[config.mk]
export PLATFORM = sky130hd
export DESIGN_NAME = pipe_stall_ctrl_flat
export DESIGN_NICKNAME = d
export VERILOG_FILES = /design/src/rtl/pipe_stall_ctrl_if.sv /design/src/rtl/pipe_stall_ctrl.sv /design/src/flat_wrapper.sv
export SDC_FILE = /design/constraint.sdc
export NUM_CORES = 1
export LEC_CHECK = 0
export ABC_AREA = 1
export CELL_PAD_IN_SITES_DETAIL_PLACEMENT = 1
export CELL_PAD_IN_SITES_GLOBAL_PLACEMENT = 1
export CORE_MARGIN = 2
export CORE_UTILIZATION = 36
export CTS_CLUSTER_DIAMETER = 40
export DETAILED_ROUTE_END_ITERATION = 12
export PLACE_DENSITY_LB_ADDON = 0.3
export SYNTH_ARGS = -nofsm -noshare
export SYNTH_HDL_FRONTEND = slang
export SYNTH_SLANG_ARGS = --single-unit
[constraint.sdc]
create_clock -name clk -period 2.42 [get_ports clk]
set_clock_uncertainty 0.1 [all_clocks]
set_input_delay 0.242 -clock clk [delete_from_list [all_inputs] [get_ports clk]]
set_output_delay 0.242 -clock clk [all_outputs]
set_load 0.1 [all_outputs]
[src/rtl/pipe_stall_ctrl_if.sv]
// Pipeline stall controller bus: hazard/cache event inputs toward the
// controller, and write-enable/flush/status outputs back to the pipeline.
interface pipe_stall_ctrl_if;
  logic        ld_use_hazard;
  logic        branch_taken;
  logic        icache_miss;
  logic        icache_ready;
  logic        dcache_miss;
  logic        dcache_ready;
  logic        cnt_clear;
  logic        pc_write;
  logic        f_d_write;
  logic        d_e_write;
  logic        e_m_write;
  logic        m_wb_write;
  logic        f_d_flush;
  logic        d_e_flush;
  logic [1:0]  state;
  logic [15:0] stall_cycles;

  // Pipeline side: raises events, consumes the control outputs
  modport master (
    output ld_use_hazard, branch_taken, icache_miss, icache_ready,
           dcache_miss, dcache_ready, cnt_clear,
    input  pc_write, f_d_write, d_e_write, e_m_write, m_wb_write,
           f_d_flush, d_e_flush, state, stall_cycles
  );

  // Controller side
  modport slave (
    input  ld_use_hazard, branch_taken, icache_miss, icache_ready,
           dcache_miss, dcache_ready, cnt_clear,
    output pc_write, f_d_write, d_e_write, e_m_write, m_wb_write,
           f_d_flush, d_e_flush, state, stall_cycles
  );
endinterface

[src/rtl/pipe_stall_ctrl.sv]
// Five-stage pipeline stall/flush controller.
// Tracks outstanding instruction and data cache fills in a four-state FSM and
// produces Mealy write enables and flushes for the PC and pipeline registers.
// Control vectors are packed as {pc, f_d, d_e, e_m, m_wb, f_d_flush, d_e_flush}.
module pipe_stall_ctrl (
  input  logic             clk,
  input  logic             reset,
  pipe_stall_ctrl_if.slave bus
);

  typedef enum logic [1:0] {
    RUN     = 2'b00,
    ISTALL  = 2'b01,
    DSTALL  = 2'b10,
    DISTALL = 2'b11
  } state_t;

  localparam logic [6:0] CTL_FREEZE = 7'b0000000;
  localparam logic [6:0] CTL_NORMAL = 7'b1111100;
  localparam logic [6:0] CTL_BRANCH = 7'b1111111;
  localparam logic [6:0] CTL_LDUSE  = 7'b0011101;
  localparam logic [6:0] CTL_IREDIR = 7'b1011111;

  state_t      state_q, state_d;
  logic [15:0] count_q, count_d;
  logic [6:0]  ctl;

  // Normal flow: a taken branch squashes both younger stages and wins over
  // a load-use hazard, which holds PC/F-D and bubbles D/E for one cycle.
  function automatic logic [6:0] runCtl(input logic br, input logic haz);
    if (br)
      return CTL_BRANCH;
    else if (haz)
      return CTL_LDUSE;
    else
      return CTL_NORMAL;
  endfunction

  // Front end waiting on a fetch: hold PC and F/D, feed a bubble into F/D.
  function automatic logic [6:0] fetchHold(input logic [6:0] c);
    return {2'b00, c[4:2], 1'b1, c[0]};
  endfunction

  // Outputs while an instruction fill is outstanding; a taken branch may
  // still redirect the PC even though fetch is stalled.
  function automatic logic [6:0] istallCtl(input logic br, input logic haz,
                                           input logic iready);
    if (iready)
      return runCtl(br, haz);
    else if (br)
      return CTL_IREDIR;
    else
      return fetchHold(runCtl(br, haz));
  endfunction

  // Next-state selection and Mealy control outputs
  always_comb begin
    state_d = state_q;
    ctl     = CTL_FREEZE;
    case (state_q)
      RUN: begin
        if (bus.dcache_miss) begin
          ctl     = CTL_FREEZE;
          state_d = bus.icache_miss ? DISTALL : DSTALL;
        end else if (bus.icache_miss) begin
          ctl     = fetchHold(runCtl(bus.branch_taken, bus.ld_use_hazard));
          state_d = ISTALL;
        end else begin
          ctl     = runCtl(bus.branch_taken, bus.ld_use_hazard);
        end
      end
      ISTALL: begin
        ctl = istallCtl(bus.branch_taken, bus.ld_use_hazard, bus.icache_ready);
        if (bus.dcache_miss)
          state_d = bus.icache_ready ? DSTALL : DISTALL;
        else if (bus.icache_ready)
          state_d = RUN;
      end
      DSTALL: begin
        if (bus.dcache_ready) begin
          ctl     = runCtl(bus.branch_taken, bus.ld_use_hazard);
          state_d = RUN;
        end
      end
      DISTALL: begin
        if (bus.dcache_ready) begin
          ctl     = istallCtl(bus.branch_taken, bus.ld_use_hazard, bus.icache_ready);
          state_d = bus.icache_ready ? RUN : ISTALL;
        end else if (bus.icache_ready) begin
          state_d = DSTALL;
        end
      end
      default: begin
        state_d = RUN;
        ctl     = CTL_FREEZE;
      end
    endcase
  end

  // Stall counter: clear wins, otherwise count non-RUN cycles and saturate
  always_comb begin
    count_d = count_q;
    if (bus.cnt_clear)
      count_d = 16'h0000;
    else if (state_q != RUN && count_q != 16'hFFFF)
      count_d = count_q + 16'd1;
  end

  // State and counter registers
  always_ff @(posedge clk or negedge reset) begin
    if (!reset) begin
      state_q <= RUN;
      count_q <= 16'h0000;
    end else begin
      state_q <= state_d;
      count_q <= count_d;
    end
  end

  assign {bus.pc_write, bus.f_d_write, bus.d_e_write, bus.e_m_write,
          bus.m_wb_write, bus.f_d_flush, bus.d_e_flush} = reset ? ctl : CTL_FREEZE;
  assign bus.state        = state_q;
  assign bus.stall_cycles = count_q;

endmodule

[src/flat_wrapper.sv]
// flat-port wrapper written by rule: the top's interface ports become plain ports
module pipe_stall_ctrl_flat 
  (clk, reset, bus_ld_use_hazard, bus_branch_taken, bus_icache_miss, bus_icache_ready, bus_dcache_miss, bus_dcache_ready, bus_cnt_clear, bus_pc_write, bus_f_d_write, bus_d_e_write, bus_e_m_write, bus_m_wb_write, bus_f_d_flush, bus_d_e_flush, bus_state, bus_stall_cycles);
  pipe_stall_ctrl_if bus_i ();
  input  logic clk;
  input  logic reset;
  input wire logic [$bits(bus_i.ld_use_hazard)-1:0] bus_ld_use_hazard;
  input wire logic [$bits(bus_i.branch_taken)-1:0] bus_branch_taken;
  input wire logic [$bits(bus_i.icache_miss)-1:0] bus_icache_miss;
  input wire logic [$bits(bus_i.icache_ready)-1:0] bus_icache_ready;
  input wire logic [$bits(bus_i.dcache_miss)-1:0] bus_dcache_miss;
  input wire logic [$bits(bus_i.dcache_ready)-1:0] bus_dcache_ready;
  input wire logic [$bits(bus_i.cnt_clear)-1:0] bus_cnt_clear;
  output wire logic [$bits(bus_i.pc_write)-1:0] bus_pc_write;
  output wire logic [$bits(bus_i.f_d_write)-1:0] bus_f_d_write;
  output wire logic [$bits(bus_i.d_e_write)-1:0] bus_d_e_write;
  output wire logic [$bits(bus_i.e_m_write)-1:0] bus_e_m_write;
  output wire logic [$bits(bus_i.m_wb_write)-1:0] bus_m_wb_write;
  output wire logic [$bits(bus_i.f_d_flush)-1:0] bus_f_d_flush;
  output wire logic [$bits(bus_i.d_e_flush)-1:0] bus_d_e_flush;
  output wire logic [$bits(bus_i.state)-1:0] bus_state;
  output wire logic [$bits(bus_i.stall_cycles)-1:0] bus_stall_cycles;
  assign bus_i.ld_use_hazard = bus_ld_use_hazard;
  assign bus_i.branch_taken = bus_branch_taken;
  assign bus_i.icache_miss = bus_icache_miss;
  assign bus_i.icache_ready = bus_icache_ready;
  assign bus_i.dcache_miss = bus_dcache_miss;
  assign bus_i.dcache_ready = bus_dcache_ready;
  assign bus_i.cnt_clear = bus_cnt_clear;
  assign bus_pc_write = bus_i.pc_write;
  assign bus_f_d_write = bus_i.f_d_write;
  assign bus_d_e_write = bus_i.d_e_write;
  assign bus_e_m_write = bus_i.e_m_write;
  assign bus_m_wb_write = bus_i.m_wb_write;
  assign bus_f_d_flush = bus_i.f_d_flush;
  assign bus_d_e_flush = bus_i.d_e_flush;
  assign bus_state = bus_i.state;
  assign bus_stall_cycles = bus_i.stall_cycles;
  pipe_stall_ctrl u_core (.clk(clk), .reset(reset), .bus(bus_i));
endmodule
## Word level (Yosys, flattened, before mapping)

Index checks and enable logic that the tools add are counted.

- Bits in writable memories: 0
- Memories: 0
- Bits of input ports: 9
- Latch bits: 0
- ROM bits: 0
- Flip-flop bits (word level): 18
- Word-level logic and storage cells: 39
- Output and inout port bits: 25

- $mul: 0
- Bitwise gates (word level): 0
- Reduce and logical (&&, ||, !) cells: 5
- Shifts and indexed selects: 0
- $add $sub $neg: 1
- Equal/unequal tests: 8
- Div/mod/pow operators: 0
- Magnitude comparators: 0
- Multiplexer cells: 23

Operator list:

| operator | number |
|---|---|
| $mux W7 | 9 |
| $mux W16 | 2 |
| $pmux W7 S4 | 1 |
| $add A16 B1 Y16 const B | 1 |
| $ne A16 B16 Y1 const B | 1 |
| $mux W2 | 7 |
| $ne A3 B3 Y1 const B | 3 |
| $pmux W2 S4 | 1 |
| $eq A2 B2 Y1 const B | 2 |
| $reduce_and A4 Y1 | 1 |
| $reduce_bool A2 Y1 | 2 |
| $mux W1 | 3 |
| $eq A2 B1 Y1 const B | 1 |
| $logic_not A2 Y1 | 1 |
| $ne A2 B2 Y1 const B | 1 |
| $logic_and A1 B1 Y1 | 1 |

## Longest topological paths before layout

- Depth after elaboration: 6
- Mapped depth: 10
- Gate-level depth less buffers: 9

## Worst setup path before layout

No wires, ideal clock.

- Path type: register -> output
- Start: register u_core.state_q[0], in the netlist u_core.bus.state[0]
- End: output port bus_d_e_flush
- Setup slack: -2.404 ns
- Arrival: 4.482 ns
- Required time: 2.078 ns
- Stages on the path, launching flop included: 4
- Path buffers: 0
- Cell sequence: dfrtp_1 -> nor2_2 -> a211oi_1 -> o21a_1

- Longest elaborated chain between the ends: 3
- Elaborated cells between the ends (all ways): 6
- Those cells by class: 3 x eq/ne; 2 x mux; 1 x reduce/logical

Ends and longest elaborated chain:

| what | RTL line | RTL |
|---|---|---|
| from (decl) | pipe_stall_ctrl.sv:24 | `state_t state_q, state_d;` |
| from (signal assigned) | pipe_stall_ctrl.sv:115 | `state_q <= state_d;` |
| $eq A2 B2 Y1, or another cell as far along | pipe_stall_ctrl.sv:60 | `case (state_q)` |
| $pmux W7 S4 (*) | pipe_stall_ctrl.sv:60 |  |
| $mux W7 (*) | pipe_stall_ctrl.sv:121 | `bus.m_wb_write, bus.f_d_flush, bus.d_e_flush} = reset ? ctl : CTL_FREEZE;` |
| to (decl) | flat_wrapper.sv:20 | `output wire logic [$bits(bus_i.d_e_flush)-1:0] bus_d_e_flush;` |

Every way passes the cells marked *; elsewhere a longest branch is shown, timed or not.

## Worst setup path in the final report

- Start: register u_core.state_q[1], in the netlist u_core.bus.state[1]
- End: output port bus_f_d_flush

- Longest elaborated chain between the ends: 3
- Elaborated cells between the ends (all ways): 6
- Those cells by class: 3 x eq/ne; 2 x mux; 1 x reduce/logical

Ends and longest elaborated chain:

| what | RTL line | RTL |
|---|---|---|
| $eq A2 B2 Y1, or another cell as far along | pipe_stall_ctrl.sv:60 |  |
| $pmux W7 S4 (*) | pipe_stall_ctrl.sv:60 |  |
| $mux W7 (*) | pipe_stall_ctrl.sv:121 |  |
| to (decl) | flat_wrapper.sv:19 | `output wire logic [$bits(bus_i.f_d_flush)-1:0] bus_f_d_flush;` |

Marks and branches as above.

==> impl_metrics.tcl <==
set metrics [dict create \
    multi_input_area_um2 790 \
    fmax_mhz 456 \
    critPathMaxFanout 5 \
    path_class "flip-flop to output pin" \
    synthFlopType "dfrtp_1" \
    post-cts-setup-buffers 0 \
    drcViolationCount 0 \
    synth_edf_count 0 \
    grt_pass1_wl_mm 7.28 \
    switching_share_pct 57.7 \
    fin_crit_sh_pct 90.7 \
    hold_class "primary input to asynchronous set/reset pin" \
    vias 1472 \
    grt_use_total_pct 22.1 \
    ctsResizeCount 0 \
    synthCells 194 \
    rows 21 \
    leakagePower_uw 0.000847 \
    area_growth_pct 35.8 \
    io_buffers 33 \
    setup_viol 0 \
    grt_max_degree 20 \
    relSlewSlack_pct 62.0 \
    die_area_um2 4140 \
    place_area_um2 1740 \
    drtPass1Iterations 4 \
    fin_nets 239 \
    async_flop_share_pct 100 \
    r2r_cells 9 \
    grt_pass1_vias 1459 \
    hold_viol_final 0 \
    dp_hpwl_mm 3.15 \
    ys_ff_latch 18 \
    clkTransAtPathRegs_ns 0.11 \
    rsz0062_at_grt "no" \
    holdWs_ns 0.198 \
    drtIter0Drc 59 \
    cts_root_buf "clkbuf_4" \
    drive_gt1_share_pct 21.9 \
    synthTopCellsByArea "dfrtp_1, nand2_1, nand4_1" \
    cts_buffers 3 \
    worst_slack_ns 0.225 \
    avgSynthCellArea_um2 6.75 \
    critPathLaunchType "flip-flop" \
    netlist_area_um2 1310 \
    ys_types 26 \
    htreeDepth 1 \
    final_area_um2 1780 \
    irDropWorstVdd_v 0.000785 \
    cts_sinks 18 \
    grt_overflow_total 0 \
    rrSetupSlack_ns 0.40 \
    diodes 0 \
    power_density_nw_per_um2 1020 \
    die_h_um 64.3 \
    min_period_ns 2.19 \
    syn_nets 204 \
    routabilityCongestion 0.892 \
    routedWlPerCell_um 14.8 \
    pre_cts_ws_ns 0.373 \
    start_util_pct 38.4 \
    holdBufCountCts 0 \
    comb_power_share_pct 66.6 \
    p_int_uw 769 \
    regArea_um2 458 \
    cts.path.max_buffers 2 \
    slew_viol_final 0 \
    required_ns 2.08 \
    end_kind "output pin" \
    wirelength_mm 4.05 \
    status "finished, final reports clean" \
    clkPwrFrac_pct 10.7 \
    ios 34 \
    p_sw_uw 1050 \
    cp.arrival_ns 1.85 \
    die_w_um 64.3 \
    worstMarginPinSlew_ns 0.570 \
    synthDominantCellAreaShare_pct 34.4 \
    maxCapViolCount 0 \
    r2r-start "u_core.bus.stall_cycles[0]$_DFFE_PN0P_" \
    yosysTopAreaCell "dfrtp_1" \
    ant_nets 0 \
    clk_latency_ns 0.30 \
    rr_endpoint "u_core.bus.stall_cycles[1]$_DFFE_PN0P_" \
    yosysSeqAreaShare_pct 34.4 \
    antenna_found_initial 0 \
    utilization_pct 52.1 \
    yosys_warnings 0 \
    via_per_inst 5.37 \
    seqPwrFrac_pct 22.8 \
    core_area_um2 3420 \
    n_fill_cell 450 \
    cts_tree "built" \
]
## placed cells by master (no fill, tap or decap), types with 3 or more instances in the layout
cell type,n
xor2_1,3
clkdlybuf4s50_1,8
nand3_1,10
nor2_2,4
buf_12,7
o21ai_0,7
nand2_1,65
buf_4,20
inv_1,16
a21oi_1,3
or2_2,3
nor2_4,3
clkbuf_4,3
dfrtp_1,16
nand4_1,17
nor2_1,21
o21bai_1,4
## how the worst max path moves through the flow
stage	from	endpoint	slack [ns]
CTS	u_core.bus.state[1]$_DFFE_PN0P_	bus_f_d_flush	0.24
global route	u_core.bus.state[1]$_DFFE_PN0P_	bus_f_d_flush	0.10
finish	u_core.bus.state[1]$_DFFE_PN0P_	bus_f_d_flush	0.23
detailed placement	bus_dcache_ready	bus_f_d_flush	0.37
global placement	bus_dcache_ready	bus_f_d_flush	0.43
floorplan	u_core.bus.state[1]$_DFFE_PN0P_	bus_d_e_flush	-0.33
## cells by family (layout without fill, tap and decap cells)
| family | after synthesis | after routing | synth area share [%] |
|---|---|---|---|
| AO/OA/AOI/OAI | 20 | 20 | 9.17 |
| XOR/XNOR | 3 | 3 | 2.01 |
| adder cells (fa/ha/maj) | 1 | 1 | 0.955 |
| buffers and inverters | 23 | 57 | 8.02 |
| flip-flops | 18 | 18 | 34.4 |
| AND/OR/NAND/NOR | 129 | 129 | 45.5 |
## sequential cells by signal, indices dropped and copies added (netlist names)
| name | flops |
|---|---|
| u_core.bus.state | 2 |
| u_core.bus.stall_cycles | 16 |
## stage by stage
| stage | total power [uW] | std cells | setup TNS [ns] |
|---|---|---|---|
| floorplan | 1320 | 194 | -0.332 |
| global placement | 1600 | 270 | 0 |
| detailed placement | 1630 | 270 | 0 |
| global route | 1900 | 274 | 0 |
| finish | 1820 | 274 | 0 |
| CTS | 1830 | 274 | 0 |
## metal layers
metal | vias up | GRT usage, % | part of all wire [%]
li1 | 712 | - | -
met1 | 726 | 32.4 | 49
met2 | 32 | 34.4 | 47
met3 | 2 | 4.05 | 3.9
met4 | 0 | 3.46 | 0.30
met5 | - | 0 | 0
## cell type report
class	count	area share (%)
clock buffer	4	2.04
timing repair buffer	35	20.8
tap	46	3.23
sequential	18	25.7
multi-input combinational	153	44.4
inverter	18	3.80
## synth_stat cells, types with 2 or more instances
cell type and instances:
a21oi_1 3, nor2_4 2, nor2_2 3, nand4_1 17
buf_4 3, or2_2 3, nand3_1 10, o21bai_1 4
dfrtp_1 18, o21ai_1 2, o21ai_0 7, nor2_1 23
inv_1 17, o21a_1 2, xor2_1 3, nand2_1 65
nor3_1 3
## power groups by stage
stage	clock network [uW]	registers [uW]	logic [uW]
3_3_place_gp	0	411	1190
4_1_cts	196	414	1220
3_5_place_dp	0	420	1210
6_report	194	414	1210
5_1_grt	210	420	1270
2_1_floorplan	0	673	650
## worst max-delay path, cell delays in order, from the launching register on
cell	delay, ns
dfrtp_4	0.46
inv_2	0.05
nor2_1	0.39
nor2_1	0.16
a21oi_1	0.26
nor3_4	0.07
buf_12	0.17
Note: power is estimated with default switching activity, not from simulation.
